$ cat config.mk
export PLATFORM = sky130hd
export DESIGN_NAME = ps2_mouse_decoder
export DESIGN_NICKNAME = d
export VERILOG_FILES = /design/src/rtl/ps2_pkg.sv /design/src/rtl/ps2_frame_rx.sv /design/src/rtl/ps2_mouse_decoder.sv
export SDC_FILE = /design/constraint.sdc
export NUM_CORES = 1
export LEC_CHECK = 0
export CORE_MARGIN = 2
export CORE_UTILIZATION = 55
export CTS_CLUSTER_SIZE = 16
export DETAILED_ROUTE_END_ITERATION = 7
export MAX_ROUTING_LAYER = met4
export PLACE_DENSITY_LB_ADDON = 0.25
export SLEW_MARGIN = 20
export SYNTH_ARGS = -nofsm -noshare
export SYNTH_HDL_FRONTEND = slang
export SYNTH_SLANG_ARGS = --single-unit
$ cat constraint.sdc
create_clock -name clk -period 3.4 [get_ports clk]
set_clock_uncertainty 0.1 [all_clocks]
set_input_delay 0.68 -clock clk [delete_from_list [all_inputs] [get_ports clk]]
set_output_delay 0.68 -clock clk [all_outputs]
set_load 0.05 [all_outputs]
$ cat src/rtl/ps2_pkg.sv
// Shared types and helpers for the PS/2 mouse receive path.
package ps2_pkg;

   typedef enum logic [2:0] {IDLE, START, DATA, PARITY, STOP} frame_state_t;
   typedef enum logic [1:0] {B0, B1, B2} pkt_state_t;

   localparam int B0_LEFT  = 0;
   localparam int B0_RIGHT = 1;
   localparam int B0_SYNC  = 3;
   localparam int B0_XSIGN = 4;
   localparam int B0_YSIGN = 5;
   localparam int B0_XOVF  = 6;
   localparam int B0_YOVF  = 7;

   function automatic logic [11:0] clamp_pos(input logic signed [12:0] v,
                                             input logic [11:0] max_v);
      logic [11:0] r;
      if (v < 13'sd0) begin
         r = 12'd0;
      end else if (v > $signed({1'b0, max_v})) begin
         r = max_v;
      end else begin
         r = v[11:0];
      end
      return r;
   endfunction

endpackage

$ cat src/rtl/ps2_frame_rx.sv
// PS/2 frame receiver: input sync, clock glitch filter, 11-bit frame FSM and idle timeout.
module ps2_frame_rx
   import ps2_pkg::*;
#(
   parameter int FILTER_LEN  = 8,
   parameter int TIMEOUT_CYC = 65000
) (
   input  logic       clk,
   input  logic       rst_n,
   input  logic       ps2_clk,
   input  logic       ps2_data,
   input  logic       pkt_busy,
   output logic [7:0] rx_byte,
   output logic       byte_valid,
   output logic       err,
   output logic       tmo
);

   localparam int FW = $clog2(FILTER_LEN + 1);
   localparam int TW = $clog2(TIMEOUT_CYC + 1);

   logic [1:0]    clk_sync_q, clk_sync_d, dat_sync_q, dat_sync_d;
   logic          filt_q, filt_d, edge_q, edge_d;
   logic [FW-1:0] filt_cnt_q, filt_cnt_d;
   logic [TW-1:0] tmo_cnt_q, tmo_cnt_d;
   frame_state_t  state_q, state_d;
   logic [7:0]    shreg_q, shreg_d, byte_q, byte_d;
   logic [2:0]    bit_cnt_q, bit_cnt_d;
   logic          par_q, par_d, bv_q, bv_d, err_q, err_d, tmo_q, tmo_d;
   logic          bit_s, busy_s;

   // Next-state logic: filter, timeout and frame FSM.
   always_comb begin
      clk_sync_d = {clk_sync_q[0], ps2_clk};
      dat_sync_d = {dat_sync_q[0], ps2_data};
      filt_d     = filt_q;
      filt_cnt_d = '0;
      edge_d     = 1'b0;
      // A level change must persist FILTER_LEN cycles before it is believed.
      if (clk_sync_q[1] != filt_q) begin
         if (filt_cnt_q == FW'(FILTER_LEN - 1)) begin
            filt_d = clk_sync_q[1];
            edge_d = ~clk_sync_q[1];
         end else begin
            filt_cnt_d = filt_cnt_q + 1'b1;
         end
      end else begin
         filt_cnt_d = '0;
      end

      state_d   = state_q;
      shreg_d   = shreg_q;
      bit_cnt_d = bit_cnt_q;
      par_d     = par_q;
      byte_d    = byte_q;
      bv_d      = 1'b0;
      err_d     = 1'b0;
      tmo_d     = 1'b0;
      bit_s     = dat_sync_q[1];
      busy_s    = (state_q != IDLE) || pkt_busy;

      if (edge_q || !busy_s) begin
         tmo_cnt_d = '0;
      end else if (tmo_cnt_q == TW'(TIMEOUT_CYC - 1)) begin
         tmo_cnt_d = '0;
         tmo_d     = 1'b1;
      end else begin
         tmo_cnt_d = tmo_cnt_q + 1'b1;
      end

      // START means the start bit was seen and the next edge carries D0.
      if (edge_q) begin
         case (state_q)
            IDLE: begin
               if (!bit_s) state_d = START;
               else        err_d   = 1'b1;
            end
            START: begin
               shreg_d   = {bit_s, shreg_q[7:1]};
               bit_cnt_d = 3'd1;
               state_d   = DATA;
            end
            DATA: begin
               shreg_d = {bit_s, shreg_q[7:1]};
               if (bit_cnt_q == 3'd7) state_d   = PARITY;
               else                   bit_cnt_d = bit_cnt_q + 3'd1;
            end
            PARITY: begin
               par_d   = bit_s;
               state_d = STOP;
            end
            STOP: begin
               state_d = IDLE;
               if (bit_s && (^{shreg_q, par_q})) begin
                  byte_d = shreg_q;
                  bv_d   = 1'b1;
               end else begin
                  err_d = 1'b1;
               end
            end
            default: state_d = IDLE;
         endcase
      end else if (tmo_d) begin
         state_d = IDLE;
         err_d   = (state_q != IDLE);
      end else begin
         state_d = state_q;
      end
   end

   // State and output registers.
   always_ff @(posedge clk or negedge rst_n) begin
      if (!rst_n) begin
         clk_sync_q <= 2'b11;
         dat_sync_q <= 2'b11;
         filt_q     <= 1'b1;
         filt_cnt_q <= '0;
         edge_q     <= 1'b0;
         tmo_cnt_q  <= '0;
         state_q    <= IDLE;
         shreg_q    <= 8'h00;
         bit_cnt_q  <= 3'd0;
         par_q      <= 1'b0;
         byte_q     <= 8'h00;
         bv_q       <= 1'b0;
         err_q      <= 1'b0;
         tmo_q      <= 1'b0;
      end else begin
         clk_sync_q <= clk_sync_d;
         dat_sync_q <= dat_sync_d;
         filt_q     <= filt_d;
         filt_cnt_q <= filt_cnt_d;
         edge_q     <= edge_d;
         tmo_cnt_q  <= tmo_cnt_d;
         state_q    <= state_d;
         shreg_q    <= shreg_d;
         bit_cnt_q  <= bit_cnt_d;
         par_q      <= par_d;
         byte_q     <= byte_d;
         bv_q       <= bv_d;
         err_q      <= err_d;
         tmo_q      <= tmo_d;
      end
   end

   assign rx_byte    = byte_q;
   assign byte_valid = bv_q;
   assign err        = err_q;
   assign tmo        = tmo_q;

endmodule

$ cat src/rtl/ps2_mouse_decoder.sv
// PS/2 mouse decoder: packet assembly and clamped absolute pointer integration.
module ps2_mouse_decoder
   import ps2_pkg::*;
#(
   parameter int FILTER_LEN  = 8,
   parameter int TIMEOUT_CYC = 65000,
   parameter int X_MAX       = 1023,
   parameter int Y_MAX       = 767,
   parameter int X_INIT      = 512,
   parameter int Y_INIT      = 384
) (
   input  logic        clk,
   input  logic        rst_n,
   input  logic        ps2_clk,
   input  logic        ps2_data,
   output logic [11:0] xpos,
   output logic [11:0] ypos,
   output logic        left,
   output logic        right,
   output logic        pkt_valid,
   output logic        frame_err
);

   logic [7:0]         rx_byte;
   logic               rx_valid, rx_err, rx_tmo;
   pkt_state_t         pkt_q, pkt_d;
   logic [5:0]         flags_q, flags_d;
   logic [7:0]         b1_q, b1_d;
   logic [11:0]        xpos_q, xpos_d, ypos_q, ypos_d;
   logic               left_q, left_d, right_q, right_d;
   logic               pv_q, pv_d, fe_q, fe_d;
   logic signed [12:0] dx_s, dy_s, xsum_s, ysum_s;

   ps2_frame_rx #(
      .FILTER_LEN (FILTER_LEN),
      .TIMEOUT_CYC(TIMEOUT_CYC)
   ) u_rx (
      .clk       (clk),
      .rst_n     (rst_n),
      .ps2_clk   (ps2_clk),
      .ps2_data  (ps2_data),
      .pkt_busy  (pkt_q != B0),
      .rx_byte   (rx_byte),
      .byte_valid(rx_valid),
      .err       (rx_err),
      .tmo       (rx_tmo)
   );

   // Packet FSM and pointer update; flags_q = {Yovf,Xovf,Ysign,Xsign,R,L}.
   always_comb begin
      pkt_d   = pkt_q;
      flags_d = flags_q;
      b1_d    = b1_q;
      xpos_d  = xpos_q;
      ypos_d  = ypos_q;
      left_d  = left_q;
      right_d = right_q;
      pv_d    = 1'b0;
      fe_d    = 1'b0;
      dx_s    = {{5{flags_q[2]}}, b1_q};
      dy_s    = {{5{flags_q[3]}}, rx_byte};
      xsum_s  = $signed({1'b0, xpos_q}) + dx_s;
      ysum_s  = $signed({1'b0, ypos_q}) - dy_s;
      if (rx_err) begin
         fe_d  = 1'b1;
         pkt_d = B0;
      end else if (rx_tmo) begin
         pkt_d = B0;
      end else if (rx_valid) begin
         case (pkt_q)
            B0: begin
               if (rx_byte[B0_SYNC]) begin
                  flags_d = {rx_byte[B0_YOVF], rx_byte[B0_XOVF], rx_byte[B0_YSIGN],
                             rx_byte[B0_XSIGN], rx_byte[B0_RIGHT], rx_byte[B0_LEFT]};
                  pkt_d   = B1;
               end else begin
                  fe_d = 1'b1;
               end
            end
            B1: begin
               b1_d  = rx_byte;
               pkt_d = B2;
            end
            B2: begin
               pkt_d   = B0;
               pv_d    = 1'b1;
               left_d  = flags_q[0];
               right_d = flags_q[1];
               if (!flags_q[4]) xpos_d = clamp_pos(xsum_s, 12'(X_MAX));
               else             xpos_d = xpos_q;
               if (!flags_q[5]) ypos_d = clamp_pos(ysum_s, 12'(Y_MAX));
               else             ypos_d = ypos_q;
            end
            default: pkt_d = B0;
         endcase
      end else begin
         pkt_d = pkt_q;
      end
   end

   // Packet state and output registers.
   always_ff @(posedge clk or negedge rst_n) begin
      if (!rst_n) begin
         pkt_q   <= B0;
         flags_q <= 6'd0;
         b1_q    <= 8'h00;
         xpos_q  <= 12'(X_INIT);
         ypos_q  <= 12'(Y_INIT);
         left_q  <= 1'b0;
         right_q <= 1'b0;
         pv_q    <= 1'b0;
         fe_q    <= 1'b0;
      end else begin
         pkt_q   <= pkt_d;
         flags_q <= flags_d;
         b1_q    <= b1_d;
         xpos_q  <= xpos_d;
         ypos_q  <= ypos_d;
         left_q  <= left_d;
         right_q <= right_d;
         pv_q    <= pv_d;
         fe_q    <= fe_d;
      end
   end

   assign xpos      = xpos_q;
   assign ypos      = ypos_q;
   assign left      = left_q;
   assign right     = right_q;
   assign pkt_valid = pv_q;
   assign frame_err = fe_q;

endmodule

### Word level (Yosys, flattened, before mapping)

Cells that the tools add are included.

| word-level totals | value |
|---|---|
| flip-flop bits (word level) | 96 |
| input bits | 4 |
| output and inout port bits | 28 |
| word-level logic and storage cells | 117 |

| cells by class | value |
|---|---|
| $add $sub $neg | 5 |
| magnitude comparators | 4 |
| equality and inequality tests | 14 |
| multiplexer cells | 41 |
| bitwise gates (word level) | 5 |
| reduce and logical (&&, ||, !) cells | 25 |

Operator list:

| kind | number |
|---|---|
| $mux 12 | 4 |
| $mux 16 | 2 |
| $gt 13x11->1 const B | 2 |
| $lt 13x1->1 const B | 2 |
| $mux 1 | 20 |
| $add 16x1->16 const B | 1 |
| $eq 16x16->1 const B | 1 |
| $mux 3 | 5 |
| $reduce_and 5->1 | 3 |
| $add 13x9->13 | 1 |
| $sub 13x9->13 | 1 |
| $pmux 3 s4 | 1 |
| $reduce_and 3->1 | 3 |
| $reduce_xor 9->1 | 1 |
| $mux 2 | 4 |
| $mux 4 | 2 |
| $reduce_and 2->1 | 4 |
| $reduce_and 4->1 | 2 |
| $eq 3x2->1 const B | 2 |
| $eq 3x3->1 const B | 2 |
| $ne 3x3->1 const B | 2 |
| $pmux 3 s2 | 1 |
| $reduce_bool 2->1 | 3 |
| $reduce_bool 3->1 | 2 |
| 18 further kinds | 23 |

### Longest topological paths before layout

| depth | value |
|---|---|
| word-level depth | 7 |
| depth in mapped cells | 11 |
| gate-level depth less buffers | 10 |

### Modules after synthesis

A second synthesis with hierarchy kept.

| unflattened totals | value |
|---|---|
| cells, all modules | 480 |
| area total of the unflattened synthesis | 5213.8 sq um |

Modules (own cells, without submodules):

| module | times used | cells an instance | area an instance (sq um) | sequential area each (sq um) |
|---|---|---|---|---|
| ps2_mouse_decoder | 1 | 284 | 2869.0 | 1104.8 |
| ps2_frame_rx | 1 | 196 | 2344.7 | 1307.5 |

### Worst setup path before layout

Ideal clock, no wire load.

| timing path | value |
|---|---|
| path type | register to register |
| from | register ypos_q[0] (netlist: ypos[0]) |
| to | register ypos_q[0] (netlist: ypos[0]) |
| setup time | 0.123 ns |
| arrival | 2.918 ns |
| required time | 3.177 ns |
| path slack | 0.259 ns |
| stages on the path, launching flop included | 12 |
| path buffers | 1 |
| clock period less this slack | 3.141 ns |
| cell sequence | dfrtp_1 > inv_1 > ha_1 > fa_1 > nor2b_1 > o31a_1 > o21ai_2 > o21ai_1 > a21oi_1 > or4b_1 > buf_2 > o221a_1 |

| on the way | value |
|---|---|
| cells in the longest elaborated chain, start to end | 4 |
| elaborated cells on any way between the ends | 5 |
| classes of those cells | add/sub: 1; order compare: 2; mux: 2 |

Ends and longest elaborated chain:

| item | RTL line | RTL |
|---|---|---|
| from (decl) | ps2_mouse_decoder.sv:29 | `logic [11:0] xpos_q, xpos_d, ypos_q, ypos_d;` |
| from (signal assigned) | ps2_mouse_decoder.sv:108 | `ypos_q <= 12'(Y_INIT);` |
| from (signal assigned) | ps2_mouse_decoder.sv:118 | `ypos_q <= ypos_d;` |
| $sub 13x9->13 (*) | ps2_mouse_decoder.sv:63 | `ysum_s = $signed({1'b0, ypos_q}) - dy_s;` |
| $gt 13x11->1 | ps2_pkg.sv:20 | `end else if (v > $signed({1'b0, max_v})) begin` |
| $mux 12 | ps2_pkg.sv:20 |  |
| $mux 12 (*) | ps2_pkg.sv:18 | `if (v < 13'sd0) begin` |

Mark *: on every way between the ends. The rest lies on a longest branch, timed or not.
A chain may end at the register's enable or synchronous reset.

### Worst setup path in the final report

| timing path | value |
|---|---|
| from | register u_rx.byte_q[0] (netlist: u_rx.rx_byte[0]) |
| to | register ypos_q[0] (netlist: ypos[0]) |

| on the way | value |
|---|---|
| cells in the longest elaborated chain, start to end | 4 |
| elaborated cells on any way between the ends | 5 |
| classes of those cells | add/sub: 1; order compare: 2; mux: 2 |

Ends and longest elaborated chain:

| item | RTL line | RTL |
|---|---|---|
| from (decl) | ps2_frame_rx.sv:27 | `logic [7:0] shreg_q, shreg_d, byte_q, byte_d;` |
| from (signal assigned) | ps2_frame_rx.sv:139 | `byte_q <= byte_d;` |
| $sub 13x9->13 (*) | ps2_mouse_decoder.sv:63 |  |
| $gt 13x11->1 | ps2_pkg.sv:20 |  |
| $mux 12 | ps2_pkg.sv:20 |  |
| $mux 12 (*) | ps2_pkg.sv:18 |  |

Marked as above.

==> impl_metrics.py <==
metrics = {
    "synthesis": {
        "ys_warn_count": 0,
        "syn_area_per_cell_um2": 10.4,
        "yosysTopAreaCell": "dfrtp_1",
        "yosysUniqueCellTypes": 56,
        "synth_fp_nets": 528,
        "synth_top_area_frac": 0.428,
        "async_flop_share": 1.00,
        "synth_edf_count": 0,
        "synth.area.top_cells": "dfrtp_1 43%, ha_1 6.8%, mux2_2 6.1%",
        "ys_seq_area_frac": 0.469,
        "synth_ff_type": "dfrtp_1",
        "synthesis.area_um2": 5150,
        "syn_inst": 494,
        "synth-seq-cells": 96,
    },
    "place": {
        "post-place-ws_ns": 0.284,
        "numPortBuffers": 31,
        "placed_cells": 628,
        "hpwl_um": 6980,
        "place.gp.congestion": 0.856,
    },
    "grt": {
        "grt.overflow.total": 0,
        "gr-usage-all-layers": 0.217,
        "antenna_found_initial": 0,
        "grt_max_degree": 97,
        "grt_pass1_wl_um": 17200,
        "grt_pass1_vias": 3812,
    },
    "critical_path": {
        "cp.required_ns": 3.55,
        "path_class": "register to register",
        "worst-path-max-fanout": 8,
        "crit_path_end_kind": "register",
        "cp_data_arrival_time_ns": 3.30,
        "startpoint_type": "register",
    },
    "sta": {
        "worstMarginPinSlew_ns": 0.795,
        "fin_ws_ns": 0.255,
        "final-hold-violation-count": 0,
        "post-route-period-util": 0.925,
        "max_freq_mhz": 318,
        "layout_min_cycle_time_ns": 3.15,
        "relSlewSlack": 0.468,
        "tns_ns": 0,
        "slew_violations": 0,
        "setup_viol": 0,
        "rsz0062_at_grt": "false",
    },
    "clocking": {
        "cts_sinks": 96,
        "cts_resized": 0,
        "cts_max_level": 3,
        "cts.root.buffer_cell": "clkbuf_8",
        "clk_pin_slew_ns": 0.10,
        "postCtsHoldBufs": 0,
        "clk_latency_ns": 0.36,
        "cts_tree": "yes",
        "post_cts_buffers": 0,
        "cts_buffers": 9,
        "clockBufferDepth": 2,
    },
    "final_layout": {
        "stdcell_count": 644,
        "antenna_cells": 0,
        "drive_above_1_share": 0.116,
        "area_growth_pct": 12.0,
        "final_nets": 562,
        "final.fill_count": 749,
    },
    "detailed_routing": {
        "ant_nets": 0,
        "num_vias": 3717,
        "drtPass1Iterations": 6,
        "drcViolationCount": 0,
        "totalWireLength_um": 9730,
        "drt-initial-drc-count": 166,
        "viasPerCell": 5.77,
        "routedWlPerCell_um": 15.1,
    },
    "floorplanning": {
        "die_w_um": 101,
        "design.die.area_um2": 10200,
        "initial_core_util": 0.563,
        "die_h_um": 101,
        "floorplan.rows": 35,
        "io_pins": 32,
        "coreArea_um2": 9150,
    },
    "pwr": {
        "peakVddDrop_v": 0.000195,
        "power_density_nw_per_um2": 338,
        "p_leak_nw": 2.65,
    },
    "status": {
        "status": "finished, final reports clean",
    },
    "worst_hold_path": {
        "hold_class": "primary input to asynchronous set/reset pin",
    },
    "flow_run": {
        "max-cap-violations": 0,
    },
}
## layout make-up
type                            count  area [um^2]  share of cell area
Multi-Input combinational cell    368         2630               0.456
Sequential cell                    96         2410               0.418
Timing Repair Buffer               33          335              0.0581
Tap cell                          111          139              0.0241
Clock buffer                       10          128              0.0221
Inverter                           20         75.1              0.0130
Clock inverter                      6         51.3             0.00889
## cell usage in the layout, fill, tap and decap left out, drive strengths merged, types with 10 or more instances in the layout
master and count:
dfrtp 88, a211oi 17, nor2b 11, nand2 34, nor2 57, inv 23, clkdlybuf4s50 30, a21oi 28
clkbuf 10, xnor2 21, mux2 28, xor2 18, ha 28, o21ai 22, nand3 13
## sequential cells by signal, summed over array words and instances, names as in the netlist, 2 cells and up
signal / count
u_rx.shreg_q: 8
pkt_q: 2
u_rx.tmo_cnt_q: 16
b1_q: 8
u_rx.dat_sync_q: 2
flags_q: 6
u_rx.rx_byte: 8
u_rx.filt_cnt_q: 4
ypos: 12
xpos: 12
u_rx.state_q: 3
u_rx.bit_cnt_q: 3
u_rx.clk_sync_q: 2
## cells in the mapped netlist (4+ instances only)
cell,instances
clkbuf_1,9
mux2_2,28
o221a_1,8
nand3_1,13
and2_1,4
dfrtp_1,88
nand2_1,33
nor3b_1,4
nor3_1,5
dfstp_2,8
xnor2_1,21
inv_1,20
nor2_1,57
o21ai_0,20
a21o_1,9
o21a_1,8
a211oi_1,16
nor2b_1,11
nand3b_1,4
a21oi_1,28
and3_1,6
nand2b_1,9
xor2_1,18
ha_1,28
o211ai_1,4
## logic make-up (layout without fill, tap and decap cells)
family,after synthesis,count (layout),synth area share
simple gates,160,160,0.153
compound gates,110,110,0.149
flops,96,96,0.469
xor+xnor,40,40,0.0707
fa+ha+maj,30,30,0.0758
buf+inv,30,69,0.0221
mux,28,28,0.0612
## final timing paths
check	startpoint	to	slack, ns	cells past startpoint
hold / removal	rst_n	u_rx.bit_cnt_q[0]$_DFFE_PN0P_	0.25	2
setup / recovery	u_rx.rx_byte[0]$_DFFE_PN0P_	ypos[0]$_DFFE_PN0P_	0.25	9
hold reg to reg	u_rx.dat_sync_q[0]$_DFF_PN1_	u_rx.dat_sync_q[1]$_DFF_PN1_	0.26	0
setup reg to reg	u_rx.rx_byte[0]$_DFFE_PN0P_	ypos[0]$_DFFE_PN0P_	0.25	9
max in group asynchronous	rst_n	ypos[8]$_DFFE_PN1P_	2.54	2
min in group clk	u_rx.dat_sync_q[0]$_DFF_PN1_	u_rx.dat_sync_q[1]$_DFF_PN1_	0.26	0
## metrics by stage
stage / power, mW / instance area (um^2) / utilization / hold WS [ns]
after CTS: 1.97 / 5760 / 0.630 / 0.264
final: 1.95 / 5770 / 0.630 / 0.250
after global routing: 2.04 / 5770 / 0.630 / 0.270
after floorplan: 1.24 / 5150 / - / 0.245
after detailed placement: 1.28 / 5580 / 0.610 / 0.249
after global placement: 1.27 / 5580 / 0.610 / 0.246
## worst max-delay path, cell delays in order, from the launching register on
cell,delay (ns)
dfrtp_1,0.43
ha_1,0.22
fa_1,0.40
nor2b_1,0.18
o31a_1,0.25
o21ai_2,0.13
o21ai_1,0.24
a21oi_1,0.11
or4b_1,0.70
o221a_1,0.29
## report_power, final
group          leakage [nW]  switching [mW]  internal [mW]
Combinational          1.26          0.0386         0.0286
Clock                0.0814           0.423          0.277
Sequential             1.31          0.0156           1.17
Total                  2.65           0.477           1.47
## per-layer routing
| layer | track usage | share of wire |
|---|---|---|
| met5 | - | 0 |
| met4 | 0.0843 | 0.017 |
| met3 | 0.0270 | 0.017 |
| met2 | 0.357 | 0.51 |
| met1 | 0.275 | 0.46 |
(Power assumes the default switching activity.)
